<file path="config.mk">
export PLATFORM = sky130hd
export DESIGN_NAME = ballot_collector
export DESIGN_NICKNAME = d
export VERILOG_FILES = /design/src/rtl/ballot_collector.sv
export SDC_FILE = /design/constraint.sdc
export NUM_CORES = 1
export LEC_CHECK = 0
export ABC_AREA = 1
export CORE_UTILIZATION = 40
export CTS_BUF_LIST = sky130_fd_sc_hd__clkbuf_16
export DETAILED_ROUTE_END_ITERATION = 16
export HOLD_SLACK_MARGIN = 0.1
export MAX_ROUTING_LAYER = met4
export SETUP_SLACK_MARGIN = 0.5
export SYNTH_ARGS = -nofsm -noshare
export SYNTH_HDL_FRONTEND = slang
export SYNTH_SLANG_ARGS = --single-unit
</file>
<file path="constraint.sdc">
create_clock -name clk -period 1.8 [get_ports clk]
set_input_delay 0.36 -clock clk [delete_from_list [all_inputs] [get_ports clk]]
set_output_delay 0.36 -clock clk [all_outputs]
set_load 0.01 [all_outputs]
</file>
<file path="src/rtl/ballot_collector.sv">
// Election source: counts public votes and captures jury votes, then presents frozen results (1-cycle update latency).
// Results are held with results_valid until results_ack; optional BALLOT_WRAP_EN makes vote counters wrap instead of saturate.
module ballot_collector #(
    parameter int VOTE_W   = 6,
    parameter int CAND_W   = 2,
    parameter int NUM_JURY = 4
) (
    input  logic              clk,
    input  logic              rst,
    input  logic              open_i,
    input  logic              vote_valid,
    input  logic [CAND_W-1:0] vote_cand,
    input  logic              close_i,
    input  logic              jury_valid,
    input  logic [CAND_W-1:0] jury_cand,
    input  logic              results_ack,
    output logic [VOTE_W-1:0] VA,
    output logic [VOTE_W-1:0] VB,
    output logic [VOTE_W-1:0] VC,
    output logic [VOTE_W-1:0] VD,
    output logic [CAND_W-1:0] J1,
    output logic [CAND_W-1:0] J2,
    output logic [CAND_W-1:0] J3,
    output logic [CAND_W-1:0] J4,
    output logic              results_valid,
    output logic              busy,
    output logic              overflow
);

    typedef enum logic [1:0] {IDLE, VOTING, JURY, PRESENT} state_t;

    localparam logic [VOTE_W-1:0] CNT_MAX  = '1;
    localparam logic [2:0]        LAST_IDX = 3'(NUM_JURY - 1);

    state_t                   state_q, state_d;
    logic [3:0][VOTE_W-1:0]   cnt_q, cnt_d;
    logic [3:0][CAND_W-1:0]   jury_q, jury_d;
    logic [2:0]               idx_q, idx_d;
    logic                     results_valid_q, results_valid_d;
    logic                     busy_q, busy_d;
    logic                     overflow_q, overflow_d;

    always_comb begin
        state_d    = state_q;
        cnt_d      = cnt_q;
        jury_d     = jury_q;
        idx_d      = idx_q;
        overflow_d = overflow_q;

        case (state_q)
            IDLE: begin
                if (open_i) begin
                    cnt_d      = '0;
                    jury_d     = '0;
                    idx_d      = '0;
                    overflow_d = 1'b0;
                    state_d    = VOTING;
                end
            end
            VOTING: begin
                // A vote arriving together with close_i still counts.
                if (vote_valid) begin
                    if (cnt_q[vote_cand] == CNT_MAX) begin
                        overflow_d = 1'b1;
`ifdef BALLOT_WRAP_EN
                        cnt_d[vote_cand] = '0;
`else
                        cnt_d[vote_cand] = CNT_MAX;
`endif
                    end else begin
                        cnt_d[vote_cand] = cnt_q[vote_cand] + VOTE_W'(1);
                    end
                end
                if (close_i) begin
                    state_d = JURY;
                end
            end
            JURY: begin
                if (jury_valid) begin
                    if (idx_q < 3'd4) begin
                        jury_d[idx_q[1:0]] = jury_cand;
                    end
                    idx_d = idx_q + 3'd1;
                    if (idx_q == LAST_IDX) begin
                        state_d = PRESENT;
                    end
                end
            end
            PRESENT: begin
                if (results_ack) begin
                    state_d = IDLE;
                end
            end
            default: state_d = IDLE;
        endcase

        // Status flags are registered from the next state so they line up with it.
        results_valid_d = (state_d == PRESENT);
        busy_d          = (state_d != IDLE);
    end

    always_ff @(posedge clk or posedge rst) begin
        if (rst) begin
            state_q         <= IDLE;
            cnt_q           <= '0;
            jury_q          <= '0;
            idx_q           <= '0;
            results_valid_q <= 1'b0;
            busy_q          <= 1'b0;
            overflow_q      <= 1'b0;
        end else begin
            state_q         <= state_d;
            cnt_q           <= cnt_d;
            jury_q          <= jury_d;
            idx_q           <= idx_d;
            results_valid_q <= results_valid_d;
            busy_q          <= busy_d;
            overflow_q      <= overflow_d;
        end
    end

    assign VA            = cnt_q[0];
    assign VB            = cnt_q[1];
    assign VC            = cnt_q[2];
    assign VD            = cnt_q[3];
    assign J1            = jury_q[0];
    assign J2            = jury_q[1];
    assign J3            = jury_q[2];
    assign J4            = jury_q[3];
    assign results_valid = results_valid_q;
    assign busy          = busy_q;
    assign overflow      = overflow_q;

endmodule
</file>
Word-level counts from Yosys, hierarchy flattened
Index checks and enable logic that the tools add are counted.
{"block": "totals", "ff_bits": 40, "input_bits": 11, "out_inout_bits": 35, "word_cells": 71}
{"block": "classes", "add_sub_neg": 2, "n_lt_le_gt_ge": 5, "n_eq_ne": 11, "mux": 29, "bitwise_logic": 1, "reduce_logical": 10}
{"operator": "two-way mux 24 bit", "count": 3}
{"operator": "case mux 24 bit (2 select lines)", "count": 1}
{"operator": "bitwise mux 24 bit", "count": 1}
{"operator": "two-way mux 8 bit", "count": 3}
{"operator": "OR 24 bit", "count": 1}
{"operator": "case mux 8 bit (2 select lines)", "count": 1}
{"operator": "binary-select mux 6 bit (select 2 bit)", "count": 1}
{"operator": "demux 6 bit (select 2 bit)", "count": 1}
{"operator": "two-way mux 2 bit", "count": 6}
{"operator": "two-way mux 6 bit", "count": 2}
{"operator": "!= test 2 bit, second input constant", "count": 5}
{"operator": "bitwise mux 8 bit", "count": 1}
{"operator": "case mux 2 bit (4 select lines)", "count": 1}
{"operator": "AND reduction 4 bit", "count": 2}
{"operator": "adder 6 x 1 -> 6 bit, second input constant", "count": 1}
{"operator": "== test 2 bit, second input constant", "count": 3}
{"operator": "== test 6 bit, second input constant", "count": 1}
{"operator": "less-than comparator 2 x 3 -> 1 bit, second input constant", "count": 2}
{"operator": "two-way mux 3 bit", "count": 2}
{"operator": "case mux 3 bit (2 select lines)", "count": 1}
{"operator": "AND reduction 3 bit", "count": 2}
{"operator": "nonzero test 2 bit", "count": 3}
{"operator": "demux 2 bit (select 2 bit)", "count": 1}
{"operator": ">= comparator 2 x 1 -> 1 bit, second input constant", "count": 2}
{"operator": "other kinds (8)", "count": 11}

Longest topological paths before layout
{"block": "depth", "ltp_word": 8, "mapped_depth": 16, "ltp_nobuf": 14}

Worst setup path after synthesis
Ideal clock, no wire load.
{"block": "synth_path", "kind": "input -> register", "from": "input vote_cand[0]", "to": "register cnt_q (netlist bit VB[0])", "arrival_ps": 1705, "t_required_ps": 1681, "slack_ps": -24, "stages": 13, "path_buffers": 1, "cell_sequence": "inv_2 -> buf_6 -> nand2_1 -> nand2_1 -> nand2_1 -> nand2_2 -> ha_1 -> nand2_1 -> nor2_4 -> nand2_4 -> nand3_1 -> nand2_1 -> o21a_1"}
{"block": "synth_via", "elab_chain_cells": 8}
{"element": "start: declaration", "line": "12", "rtl": "input logic [CAND_W-1:0] vote_cand,"}
{"element": "branches (longest 5 deep; another with adder 6 x 1 -> 6 bit)"}
{"element": "two-way mux 24 bit *", "line": "63", "rtl": "if (cnt_q[vote_cand] == CNT_MAX) begin"}
{"element": "two-way mux 24 bit *", "line": "62", "rtl": "if (vote_valid) begin"}
{"element": "case mux 24 bit (2 select lines) *", "line": "50", "rtl": "case (state_q)"}
{"element": "end signal: assignment", "line": "113", "rtl": "cnt_q <= cnt_d;"}
{"element": "end: declaration", "line": "36", "rtl": "logic [3:0][VOTE_W-1:0] cnt_q, cnt_d;"}
Every way passes the cells marked *. The select of a mux whose other input is x is not followed.
A chain may end at the register's enable or synchronous reset.

Final worst setup path
{"block": "layout_path", "from": "register cnt_q (netlist bit VA[0])", "to": "register cnt_q (netlist bit VA[4])"}
{"block": "layout_via", "elab_chain_cells": 7}
{"element": "binary-select mux 6 bit (select 2 bit) *", "line": "63, 71"}
{"element": "two-way mux 6 bit (not written as such) *", "line": "63, 71"}
{"element": "adder 6 x 1 -> 6 bit", "line": "71", "rtl": "cnt_d[vote_cand] = cnt_q[vote_cand] + VOTE_W'(1);"}
{"element": "bitwise mux 24 bit", "line": "71"}
{"element": "two-way mux 24 bit *", "line": "63"}
{"element": "two-way mux 24 bit *", "line": "62"}
{"element": "case mux 24 bit (2 select lines) *", "line": "50"}
Every way passes the cells marked *; elsewhere a longest branch is shown, timed or not. The select of a mux whose other input is x is not followed.

==> flow_summary.toml <==
[routing]
via_per_inst = 5.41
antenna_left = 0
drc = 2
drt_iter0_markers = 216
wl_per_cell_um = 16.2
routed_wl_um = 9510
vias = 3177
dr.pass1.iters = 11

[synthesis]
ys_seq_elements = 40
synth_area_um2 = 2620
ys_async_sr_fraction_pct = 100
netlist_instances = 367
syn_nets = 384
seq_area_frac_synth_pct = 38.2
yosysTopAreaCellShare_pct = 38.2
yosys-top-cells-area = "dfrtp_1 38%, nand2_1 18%, nand3_1 7.1%, inv_1 5.3%, o21ai_0 3.2%"
ys_types = 31
synth_edf_count = 0
synth.largest_area_cell = "dfrtp_1"
syn_avg_cell_area_um2 = 7.14
synth_ff_type = "dfrtp_1"
yosysWarnings = 0

[final_layout]
fin_cells = 587
final_nets = 526
multi_input_area_um2 = 1880
fillerInstances = 474
final_common_cell = "nand2_1"
drive_above_1_share_pct = 48.8
mostFrequentLayoutCells = "92 x nand2_1, 55 x buf_4, 53 x buf_6, 38 x dfrtp_1, 33 x inv_1"
n_antenna_cell = 0
seq_area_um2 = 1000
areaGrowthSynthToFinish_pct = 80.2
design_area_um2 = 4720

[power_and_ir_drop]
netSwitchingFraction_pct = 42.3
power.density_nw_per_um2 = 995
seq_power_share_pct = 24.6
p_comb_share_pct = 53.6
p_leak_nw = 2.31
peakVddDrop_mv = 0.843
cell_internal_pwr_mw = 2.71
pwr-share-clk_pct = 21.8
power_switching_mw = 1.99

[place]
place_inst = 534
dp_hpwl_um = 5770
gp_congestion = 0.930
port_buffers = 45
place_area_um2 = 3600
dp_slack_ns = -0.661

[critical_path]
cp.buffers_inverters = 2
worst_path_max_delay_cell = "dfrtp_1"
required_ns = 2.02
crit_arrival_ns = 2.00
path_cells = "nand2_2 -> nand2_1 -> nand2_2 -> nand2_4 -> ha_4 -> nand2_4 -> nor2_4 -> buf_12 -> nand2_8 -> buf_6 -> nand2_4 -> nand2_1 -> nor2_1 -> nand2_1 -> nand2_1"
cp-end-kind = "register"
crit_path_start_kind = "register"
crit_path_frequent_cell = "nand2_1"
cp_slowest_stage_delay_ns = 0.41
path_max_fanout = 5
crit_family = "simple AND/OR/NAND/NOR gates"
path_class = "reg2reg"

[status]
status = "finished with violations"
violations = "design-rule violations"

[timing]
tightest_slew_ns = 0.293
rsz0062_at_grt = "yes"
hold_viol = 0
clock_skew_ns = 0.00735
slew_viol_final = 0
finalWorstPathRequiredPeriod_ns = 1.78
min_period_over_period_pct = 99.0
fin_tns_setup_ns = 0
setup_slack_ns = 0.0186
max_freq_mhz = 561
setup_viol = 0
slew_headroom_pct = 80.5
holdWs_ns = 0.436

[clock_network]
cts_tree = "built"
path_clk_slew_ns = 0.06
cts_buffers = 5
cts_max_path_buffers = 2
cts_root_buf = "clkbuf_16"
clock_latency_ns = 0.28
htree_levels = 2
ctsHoldBuffers = 0
clock-sinks = 40

[run]
cap_violations = 0

[floorplanning]
chipHeight_um = 82.9
die_w_um = 82.9
io_pins = 46
core_um2 = 6350
initial_core_util_pct = 41.2
dieArea_um2 = 6870
rows = 29

[global_routing]
grtUsageTotal_pct = 26.8
grt_max_degree = 41
first_global_vias = 2956
grt_pass1_wl_um = 14200
grt-ovfl-total = 0
antenna_found_initial = 0

[hold_path]
holdCritPathClass = "in2async"
-- final cells by class --
class	count	share of cell area (%)
clock inverters	3	0.901
repair inverters	1	0.186
clock buffers	5	2.65
repair buffers	137	28.9
well taps	77	2.04
flip-flops and latches	40	21.3
multi-input cells	280	39.8
inverters	44	4.19
-- worst min-delay path: cells and delay by family --
kind                   cells  cell delay, ns
buffers and inverters      3            0.73
-- cell usage after synthesis (all sizes together) (2+ instances only) --
cell type and n:
nand2 132, nor2 31, ha 6, o21bai 2, nand3 39, clkinv 2, o21a 2, or2 8
o21ai 30, inv 42, nor3 2, a21oi 13, buf 7, o22ai 8, dfrtp 40
-- registers in the layout, indices dropped and copies added (netlist names) --
name           cells
J1                 2
J2                 2
J3                 2
J4                 2
VA                 6
VB                 6
VC                 6
VD                 6
busy               1
idx_q              3
overflow           1
results_valid      1
state_q            2
-- final timing paths --
kind | startpoint | endpoint | slack (ns) | cells after the start
setup / recovery | VA[0] | VA[4] | 0.02 | 15
hold / removal | rst | busy | 0.44 | 3
max in group asynchronous | rst | state_q[0] | 1.15 | 3
setup reg to reg | VA[0] | VA[4] | 0.02 | 15
min in group clk | open_i | state_q[0] | 0.44 | 3
hold reg to reg | idx_q[2] | idx_q[2] | 0.49 | 2
-- logic make-up after synthesis --
kind of cell,share of synthesized area [%]
and+or+nand+nor,36.9
adders and majority gates,2.87
DFF,38.2
buffers and inverters,9.60
AOI/OAI and AO/OA,12.4
-- power groups by stage --
stage | sequential, mW | combinational (mW) | clock [mW]
after global routing | 1.17 | 2.71 | 1.08
final | 1.16 | 2.52 | 1.02
after detailed placement | 1.15 | 1.63 | 0
after floorplan | 1.18 | 0.996 | 0
after global placement | 1.15 | 1.60 | 0
after CTS | 1.14 | 1.78 | 1.03
-- metrics by stage --
stage	utilization (%)	power [mW]
finish	74.3	4.69
detailed placement	56.7	2.78
floorplan	-	2.18
global route	74.3	4.96
CTS	65.2	3.95
global placement	56.7	2.75
-- repair_timing --
action,in CTS,in global routing
endpoints found under the setup margin,72,65
gates cloned,5,2
hold endpoints to repair,0,0
pin swaps,14,35
setup buffers,25,13
gates resized for setup,170,119
-- per-layer routing --
layer  track usage, %  part of all wire, %  wire length [um]
met4             12.9                  4.0               382
met1             32.5                   39              3740
met2             44.5                   52              4900
met3             3.18                  5.2               490
met5                -                    0                 0
Note: power is estimated with default switching activity, not from simulation.
==> patch: new RTL, config.mk and constraints unchanged <==
Set the parameter `VOTE_W` to 4 (it was 6).
--- a/src/rtl/ballot_collector.sv
+++ b/src/rtl/ballot_collector.sv
@@ -3,3 +3,3 @@
 module ballot_collector #(
-    parameter int VOTE_W   = 6,
+    parameter int VOTE_W   = 4,
     parameter int CAND_W   = 2,
Ports: changed (resized VA, VB, VC and VD); port bits go from 46 to 38. No check against the original RTL was run, so the function may have changed too.
==> patch against the original RTL <==
- sequential share of layout area is 5.0 points higher
- wire length shrank 46%
- largest power group unchanged
- the run still ends with design-rule violations left
- combinational power hardly changed
- worst setup slack better by 260 ps
- final area fell by 35%
- critical path type unchanged
- sequential cell count down 8
- power shrank 3.6%
- area after synthesis down 27%
- largest cell class unchanged
- sequential power is 4% higher
==> patch: results (changes against the original RTL) <==
synth top area cells=dfrtp_1 42%, nand2_1 14%, inv_1 8.8%; CTS root buf=clkbuf_16; All-Layer GR Usage=0.228 (-0.0407); antenna violations before repair=0 (unchanged); first-pass GRT wire length=8.58 mm (-40%); violated checks=design-rule violations; CTS buffer count=5 (unchanged); r2r worst-path depth=11 (-4); CTS clk-pin slew, worst paths=50 ps; Initial DRT Pass Iterations=10 (-1); outcome=complete, but fails checks; Fin Clk Skew=6.17 ps (-1.18 ps); commonest cells in the netlist=72 x nand2_1, 45 x inv_1, 32 x dfrtp_1; layout cell share with drive strength beyond 1=0.383 (-0.105); port bufs=37 (-18%); DRC viols=2 (unchanged); WL final=5.12 mm (-46%); r2r setup slk=280 ps (+260 ps); share of the yosys chip area belonging to registers=0.418 (+0.0358); worst-path fanout max=7 (+2); P_seq=1.21 mW (+4%); Total Power=4.53 mW (-3.6%); Clock Path Buffers=2 (unchanged); vias in the first global route=1916 (-35%); Max VDD drop=0.883 mV (+4.7%); Nets=350 (-33%); Pleak=1.47 nW (-37%); reg-to-reg critical path endpoint=VA[3]; post-CTS resize count=107 (-37%); largest net degree at the start of global routing=33 (-20%); 1st-iter DRT viols=100 (-54%); Syn Nets=269 (-30%); hold slack=478 ps (+42.0 ps); worst skew pair latency=280 ps (about the same); synthesis warning total=0 (unchanged); Comb power=2.52 mW (about the same); crit path DAT=1680 ps (-320 ps); Pint=2.67 mW (-1.3%); half-perimeter wire length after placement=3.50 mm (-39%); Via density=5.02 (-7.3%); Slew @ Worst Pin=413 ps (+120 ps); HP Class=primary input to async pin; H-tree Lvls=2 (unchanged); routability cong.=0.864 (-7.1%); Antenna diodes=0 (unchanged); Synth cell types=28 (-9.7%); worst reg2reg path startpoint=VA[3]; Most used DFF post-synth=dfrtp_1; Async SR Flop Fraction=1.00 (unchanged); # Post-CTS Setup Buffers=18 (-28%)
patch: changes by cell type in the layout (fill, tap and decap cells not counted), sizes merged, moves of 3 or more:
cell and delta:
nand3 -23, or2 -8, o21ai -14, inv +7, nand2 -56, dfrtp -8
a21oi -5, buf -66, a22oi +12, dlygate4sd2 +3, clkbuf +4, nor2 -18
patch: layer usage:
metal  routed length, um  vias to the layer above  track usage  share of wire
met2                2590                       39        0.369           0.51
met4                  97                        0       0.0978          0.019
met3                 189                        9       0.0513          0.037
met1                2240                      918        0.271           0.44
li1                    -                      971            -              -
met5                   0                        -            -              0
patch: how the worst max path moves through the flow:
stage                  from     to  cells after the start
6_report              VA[3]  VA[3]                     11
5_1_grt               VD[1]  VA[3]                     11
4_1_cts               VB[0]  VB[0]                     10
3_5_place_dp   vote_cand[0]  VB[0]                     13
3_3_place_gp   vote_cand[0]  VC[1]                     12
2_1_floorplan  vote_cand[0]  VA[3]                     13
patch: cells by family after synthesis:
kind of cell / after synthesis / synth area share
compound gates: 46 / 0.150
simple gates: 115 / 0.270
flops: 32 / 0.418
buf+inv: 53 / 0.123
fa+ha+maj: 6 / 0.0392
patch: metrics by stage:
step                       util  setup slack (ps)  setup TNS, ps  area (sq um)  std cells
after global placement    0.554              -360          -5530          2480        352
final                     0.683               281              0          3050        386
after detailed placement  0.554              -400          -6120          2480        352
after floorplan               -               215              0          1980        252
after global routing      0.683               196              0          3050        386
after CTS                 0.650               274              0          2910        379
patch: layout make-up:
| cell class | count | area (sq um) |
|---|---|---|
| Clock buffer | 5 | 125 |
| Clock inverter | 3 | 11.3 |
| Fill cell | 360 | 1420 |
| Inverter | 48 | 188 |
| Multi-Input combinational cell | 167 | 1160 |
| Sequential cell | 32 | 802 |
| Tap cell | 52 | 65.1 |
| Timing Repair Buffer | 79 | 698 |
